===== src/rtl/uart_rx_fifo.sv =====
// uart_rx_fifo: receive-side consumer for the full-duplex UART core.
// Watches RX_FLAG, captures DATARX into a circular FIFO, and returns a
// one-cycle Clear_RX_Flag acknowledge. Frames with a parity error are
// dropped and counted. The host reads through a show-ahead port.
//
// Ports:
//   clk, reset        clock, asynchronous active-low reset
//   RX_FLAG           byte-ready flag from the UART
//   DATARX            received word (valid while RX_FLAG=1)
//   ParityError       parity flag (valid while RX_FLAG=1)
//   Clear_RX_Flag     one-cycle acknowledge back to the UART
//   rd_en             host pop request
//   rd_data           FIFO head, valid while empty=0
//   empty, full       occupancy status
//   count             occupancy, 0..2**ADDR_WIDTH
//   overrun           sticky: a good byte was dropped on a full FIFO
//   parity_err_cnt    saturating count of dropped parity-error frames
//   clear_errors      synchronous clear of overrun and parity_err_cnt
module uart_rx_fifo #(
  parameter int WORD_LENGTH   = 8,
  parameter int ADDR_WIDTH    = 4,
  parameter int ERR_CNT_WIDTH = 8
) (
  input  logic                     clk,
  input  logic                     reset,
  input  logic                     RX_FLAG,
  input  logic [WORD_LENGTH-1:0]   DATARX,
  input  logic                     ParityError,
  output logic                     Clear_RX_Flag,
  input  logic                     rd_en,
  output logic [WORD_LENGTH-1:0]   rd_data,
  output logic                     empty,
  output logic                     full,
  output logic [ADDR_WIDTH:0]      count,
  output logic                     overrun,
  output logic [ERR_CNT_WIDTH-1:0] parity_err_cnt,
  input  logic                     clear_errors
);

  localparam int DEPTH = 2**ADDR_WIDTH;
  localparam logic [ADDR_WIDTH:0] FULL_CNT = (ADDR_WIDTH+1)'(DEPTH);

  typedef enum logic {IDLE, ACK} state_t;
  state_t state, state_nxt;

  logic                   cap, pop, wr, ovf_evt, par_evt;
  logic [ADDR_WIDTH-1:0]  wr_ptr, rd_ptr;
  logic [WORD_LENGTH-1:0] mem [DEPTH];

  // Capture FSM: IDLE samples the flag, ACK holds the acknowledge for
  // exactly one cycle. The UART drops its flag on the edge leaving ACK,
  // so a flag still high in IDLE is always a fresh byte.
  always_ff @(posedge clk or negedge reset) begin
    if (!reset) state <= IDLE;
    else        state <= state_nxt;
  end

  always_comb begin
    state_nxt     = state;
    Clear_RX_Flag = 1'b0;
    cap           = 1'b0;
    case (state)
      IDLE: if (RX_FLAG) begin
        cap       = 1'b1;
        state_nxt = ACK;
      end
      ACK: begin
        Clear_RX_Flag = 1'b1;
        state_nxt     = IDLE;
      end
      default: state_nxt = IDLE;
    endcase
  end

  assign empty   = (count == '0);
  assign full    = (count == FULL_CNT);
  assign rd_data = mem[rd_ptr];

  // A same-cycle pop frees a slot, so a full FIFO still accepts the byte.
  assign pop     = rd_en & ~empty;
  assign wr      = cap & ~ParityError & (~full | pop);
  assign ovf_evt = cap & ~ParityError & full & ~pop;
  assign par_evt = cap & ParityError;

  always_ff @(posedge clk) begin
    if (wr && reset) mem[wr_ptr] <= DATARX;
  end

  always_ff @(posedge clk or negedge reset) begin
    if (!reset) begin
      wr_ptr <= '0;
      rd_ptr <= '0;
      count  <= '0;
    end else begin
      if (wr)  wr_ptr <= wr_ptr + 1'b1;
      if (pop) rd_ptr <= rd_ptr + 1'b1;
      case ({wr, pop})
        2'b10:   count <= count + 1'b1;
        2'b01:   count <= count - 1'b1;
        default: count <= count;
      endcase
    end
  end

  // Clear first, then apply any same-cycle error event on top of it.
  always_ff @(posedge clk or negedge reset) begin
    if (!reset) begin
      overrun        <= 1'b0;
      parity_err_cnt <= '0;
    end else begin
      if (clear_errors) overrun <= ovf_evt;
      else if (ovf_evt) overrun <= 1'b1;

      if (clear_errors)
        parity_err_cnt <= par_evt ? ERR_CNT_WIDTH'(1) : '0;
      else if (par_evt && parity_err_cnt != '1)
        parity_err_cnt <= parity_err_cnt + 1'b1;
    end
  end

endmodule


===== config.mk =====
export PLATFORM = sky130hd
export DESIGN_NAME = uart_rx_fifo
export DESIGN_NICKNAME = d
export VERILOG_FILES = /design/src/rtl/uart_rx_fifo.sv
export SDC_FILE = /design/constraint.sdc
export NUM_CORES = 1
export LEC_CHECK = 0
export CELL_PAD_IN_SITES_DETAIL_PLACEMENT = 0
export CELL_PAD_IN_SITES_GLOBAL_PLACEMENT = 1
export CORE_ASPECT_RATIO = 1.5
export CORE_UTILIZATION = 55
export DETAILED_ROUTE_END_ITERATION = 10
export PLACE_DENSITY_LB_ADDON = 0.1
export SLEW_MARGIN = 20
export SYNTH_ARGS = -nofsm -noshare
export SYNTH_HDL_FRONTEND = slang
export SYNTH_SLANG_ARGS = --single-unit

===== constraint.sdc =====
create_clock -name clk -period 5.8 [get_ports clk]
set_input_delay 1.16 -clock clk [delete_from_list [all_inputs] [get_ports clk]]
set_output_delay 1.16 -clock clk [all_outputs]
set_load 0.01 [all_outputs]

======== Yosys cells after proc, flatten, opt, wreduce, memory -nomap -nowiden ========
Memories as Yosys holds them, arrays and structs flattened.
Cells that the tools add are included.
operators by class
  bitwise operators ....................... 12
  multiply operators ...................... 0
  reduce and logical (&&, ||, !) cells .... 6
  shift operators ......................... 0
  muxes and demuxes ....................... 12
  add/sub/neg operators ................... 5
  magnitude comparators ................... 0
  divide/modulo/power cells ............... 0
  equal/unequal tests ..................... 4
operators with widths
  kind                                                                count
  8-bit 2-to-1 mux                                                    2
  5-bit case mux with 2 select lines                                  1
  4-bit by 1-bit adder with 4-bit output, second input constant       2
  8-bit by 1-bit adder with 8-bit output, second input constant       1
  1-bit 2-to-1 mux                                                    8
  8-bit inequality test, second input constant                        1
  1-bit bitwise AND                                                   6
  2-bit nonzero test                                                  3
  5-bit by 1-bit adder with 5-bit output, second input constant       1
  5-bit == test, second input constant                                1
  5-bit logical NOT                                                   1
  1-bit inverter                                                      5
  5-bit by 1-bit subtractor with 5-bit output, second input constant  1
  2-bit by 1-bit == test with 1-bit output, second input constant     1
  2-bit == test, second input constant                                1
  1-bit logical AND                                                   2
  1-bit case mux with 2 select lines                                  1
  1-bit OR                                                            1
word-level totals
  register bits ........................... 23
  logic and storage cells ................. 46
  latch bits .............................. 0
  output and inout port bits .............. 25
  bits of input ports ..................... 14
  memories ................................ 1
  bits in writable memories ............... 128
  memory bits (read-only) ................. 0
memories
  name  depth  bits a word  rd ports  clocked after memory_dff  write ports  line  source
  mem   16     8            1         0                         1            48    logic [WORD_LENGTH-1:0] mem [DEPTH];

======== Longest topological paths before layout ========
  depth in word-level cells ............... 8
  depth in mapped cells ................... 9
  depth with buffers taken out ............ 9

======== Worst setup path before layout ========
OpenSTA, ideal clock, no wires.
  kind .................................... input -> register
  from .................................... input port ParityError
  to ...................................... memory mem[3][0], enable pin
  arrival ................................. 2.677 ns
  setup slack ............................. 2.740 ns
  setup time .............................. 0.383 ns
  cell stages on the path ................. 5
  data required time ...................... 5.417 ns
  cells stage by stage .................... or3b_1 buf_2 a31oi_4 nand3_1 nor3_1
between the ends
  word-level cells in the longest chain between the ends .. 6
RTL lines
  what                                    line  source
  from (decl)                             28    input logic ParityError,
  1-bit inverter                          81    assign wr = cap & ~ParityError & (~full | pop);
  1-bit bitwise AND (2 in a row)          81
  1-bit logical AND                       86    if (wr && reset) mem[wr_ptr] <= DATARX;
  1-bit 2-to-1 mux                        86
  1-bit 2-to-1 mux (not written as such)  86
  to (decl)                               48
Every way passes these cells.

======== Final worst setup path ========
  from .................................... register rd_ptr[0]
  to ...................................... output port rd_data[4]
between the ends
  word-level cells in the longest chain between the ends .. 1
RTL lines
  what                    line  source
  from (decl)             47    logic [ADDR_WIDTH-1:0] wr_ptr, rd_ptr;
  from (signal assigned)  96    if (pop) rd_ptr <= rd_ptr + 1'b1;
  memory 16 x 8 bit       n/a
  to (decl)               31    output logic [WORD_LENGTH-1:0] rd_data,
Every way passes these cells.

==> reports/qor.tcl <==
set qor(leakage_nw) 2.49
set qor(globalRouteTotalUtil_pct) 23.0
set qor(synth_top_area_share_pct) 62.0
set qor(fin_crit_sh_pct) 72.9
set qor(cp_max_fo) 21
set qor(num-nets-final) 416
set qor(cts_sinks) 151
set qor(worstSkewPairLatency_ps) 420
set qor(worst_hold_slack_ps) 491
set qor(worst_slack_ps) 1570
set qor(final_layout_size_suffix_gt1_share_pct) 17.5
set qor(crit_path_start_kind) {register}
set qor(flow.area_growth_from_synthesis_pct) 17.6
set qor(cts_root_buf) {sky130_fd_sc_hd__clkbuf_16}
set qor(timing.setup.tns_ps) 0
set qor(cap_viol_max_count) 0
set qor(globalplace.congestion) 0.769
set qor(drv_slew) 0
set qor(clock_skew_ps) 11.7
set qor(rsz_0062_raised_after_global_routing) {no}
set qor(setup.worst_path.class) {reg2out}
set qor(clock_tree.buffer_depth) 2
set qor(yosys_register_bits) 151
set qor(grt_start_max_net_pins) 36
set qor(async_flop_share_pct) 15.2
set qor(die_height_um) 132
set qor(synth-warning-count) 0
set qor(synth_edf_count) 128
set qor(floorplan.initialDensity_pct) 56.4
set qor(routed_via_density) 5.93
set qor(syn_area_um2) 6200
set qor(finalSetupViolations) 0
set qor(run_status) {finished, final reports clean}
set qor(top_level_port_count) 39
set qor(fillCellCount) 780
set qor(synth.largest_area_cell) {sky130_fd_sc_hd__edfxtp_1}
set qor(cts_tree) {yes}
set qor(worst-endpoint-arrival_ps) 3070
set qor(hold_path_class) {reg2reg}
set qor(wire_per_inst_um) 21.8
set qor(synth.lib_cells_used.distinct) 40
set qor(number_of_buffers_inserted_during_clock_tree_synthesis) 17
set qor(post_cts.resized_instances) 0
set qor(postSynthCellCount) 350
set qor(maxClockFrequency_ghz) 0.236
set qor(die_width_um) 88.7
set qor(ctsHtreeMaxLevel) 4
set qor(irDropWorstVdd_v) 0.000277
set qor(core_region_area_um2) 11000
set qor(antenna_cells_inserted) 0
set qor(dp_hpwl_mm) 7.80
set qor(number_of_post_cts_setup_repair_buffers) 0
set qor(grt_pass1_vias) 3364
set qor(final.min_clock_period_ps) 4230
set qor(post_dp_cell_area_um2) 6720
set qor(dp_slack_ps) 1740
set qor(drt_iter0_markers) 245
set qor(cts_hold_repair.buffers) 0
set qor(final_non_filler_cell_area_um2) 7290
set qor(final_antenna_net_count) 0
set qor(initial_antenna_violation_count) 0
set qor(synth_ff_type) {sky130_fd_sc_hd__edfxtp_1}
set qor(worst_setup_path_end_kind) {primary output}
set qor(timing.critical_path.max_delay_family) {buffers and inverters}
set qor(grt_pass1_wl_mm) 18.8
set qor(synth.yosys.seq_area_share_pct) 71.3
set qor(critical_path.cell_chain) {buf_4 > mux4_2 > a22oi_1 > nand2_1 > clkdlybuf4s50_1}
set qor(rows) 47
set qor(yosys-top-cells-area) {sky130_fd_sc_hd__edfxtp_1 (62%), sky130_fd_sc_hd__mux4_2 (12%), sky130_fd_sc_hd__dfrtp_1 (9.3%)}
set qor(crit_required_ps) 4640
set qor(post_synth.cell_area_avg_um2) 17.7
set qor(route.final.wire_length_mm) 12.0
set qor(relative_slew_margins_pct) 34.6
set qor(power_density_nw_per_um2) 453
set qor(critical_path.n_buffers_inverters) 2
set qor(detail_route.first_pass.iterations) 5
set qor(utilization_pct) 66.3
set qor(detailed_route_via_count) 3272
set qor(post_route_drc) 0
set qor(io_buffer_count) 38
set qor(grt-ovfl-total) 0
set qor(cp_slowest_stage_delay_ps) 810
set qor(fp.dieArea_um2) 11700
set qor(clk_pin_slew_worst_setup_hold_paths_ps) 60
set qor(actual_slew_at_the_worst_max_slew_pin_ps) 978
set qor(critical-path-slowest-cell) {sky130_fd_sc_hd__dfrtp_2}
set qor(synth_nets) 374
set qor(final_hold_viols) 0
[final timing paths]
path,startpoint,endpoint,slack [ps],depth (start not counted)
setup reg to reg,count[1],count[4],2760,9
setup / recovery,rd_ptr[0],rd_data[4],1570,5
hold / removal,state,state,490,1
hold reg to reg,state,state,490,1
min in group asynchronous,reset,count[1],1110,2
max in group asynchronous,reset,rd_ptr[0],4390,2
[stage by stage]
step / std cells / total power, mW
global route: 552 / 3.46
CTS: 552 / 3.33
finish: 552 / 3.30
global placement: 520 / 2.27
floorplan: 350 / 1.96
detailed placement: 520 / 2.28
[cell type report]
type                            count  area, um^2  share of cell area (%)
Clock buffer                       22         454                    6.23
Clock inverter                     10         106                    1.46
Inverter                            8        30.0                   0.412
Multi-Input combinational cell    174        1700                    23.3
Sequential cell                   151        4420                    60.6
Tap cell                          147         184                    2.52
Timing Repair Buffer               40         395                    5.42
[layout by cell type (no fill, tap or decap), types with 3 or more instances in the layout]
cell type / n
sky130_fd_sc_hd__a22oi_1: 16
sky130_fd_sc_hd__a21oi_1: 4
sky130_fd_sc_hd__edfxtp_1: 128
sky130_fd_sc_hd__o211ai_1: 4
sky130_fd_sc_hd__clkbuf_16: 17
sky130_fd_sc_hd__xnor2_1: 9
sky130_fd_sc_hd__nand4_1: 4
sky130_fd_sc_hd__o21ai_0: 4
sky130_fd_sc_hd__xor2_1: 3
sky130_fd_sc_hd__nor3_1: 3
sky130_fd_sc_hd__clkinv_2: 6
sky130_fd_sc_hd__nor3_2: 4
sky130_fd_sc_hd__nor2_1: 21
sky130_fd_sc_hd__mux2i_1: 5
sky130_fd_sc_hd__clkbuf_1: 4
sky130_fd_sc_hd__ha_1: 9
sky130_fd_sc_hd__clkdlybuf4s50_1: 38
sky130_fd_sc_hd__dfrtp_1: 21
sky130_fd_sc_hd__mux4_2: 32
sky130_fd_sc_hd__nand2_1: 19
sky130_fd_sc_hd__nor4_1: 3
sky130_fd_sc_hd__nor2b_1: 4
sky130_fd_sc_hd__inv_1: 8
sky130_fd_sc_hd__nand3_1: 5
sky130_fd_sc_hd__nand2b_1: 4
sky130_fd_sc_hd__and3_1: 3
[metal layers]
metal / global-route usage [%] / routed length (um) / up-vias
li1: - / - / 1475
met1: 28.7 / 4760 / 1688
met2: 38.6 / 6630 / 89
met3: 5.64 / 422 / 20
met4: 8.60 / 237 / 0
met5: 0 / 0 / -
[logic make-up after synthesis]
group           after synthesis  share of synthesized area [%]
mux                          39                           12.8
compound gates               35                           4.32
fa+ha+maj                    10                           2.14
buf+inv                      25                           1.63
xor+xnor                     12                           1.69
simple gates                 78                           6.17
flops                       151                           71.3
[Yosys cell counts, drive strengths merged (2+ instances only)]
cell    instances
and3            3
nand3           5
or3             2
nor3b           2
xor2            3
nor2b           4
dfrtp          23
nand2          19
ha              9
nor2           21
o211ai          4
a21oi           4
edfxtp        128
clkbuf          7
xnor2           9
inv             8
buf            10
mux2            2
nand4           4
nand2b          4
mux2i           5
nor3            7
o21ai           4
mux4           32
a22oi          16
nor4            3
[registers in the layout, summed over array words and instances (netlist names)]
register	count
mem	128
parity_err_cnt	8
count	5
rd_ptr	4
wr_ptr	4
overrun	1
state	1
[worst reg2reg max path, cell delays in order (launching register included)]
cell and delay, ps:
sky130_fd_sc_hd__dfrtp_1 430, sky130_fd_sc_hd__nor4_1 780, sky130_fd_sc_hd__a21oi_1 280, sky130_fd_sc_hd__nand2_1 200, sky130_fd_sc_hd__inv_1 100, sky130_fd_sc_hd__ha_1 340, sky130_fd_sc_hd__nand2b_1 70, sky130_fd_sc_hd__o2bb2ai_1 190
sky130_fd_sc_hd__or3_2 430, sky130_fd_sc_hd__o311ai_0 100
[where the power goes]
part           internal (mW)  switching [mW]
clock network          0.640           0.407
logic                  0.475           0.375
registers               1.24           0.165
total                   2.36           0.947
(Power assumes the default switching activity.)
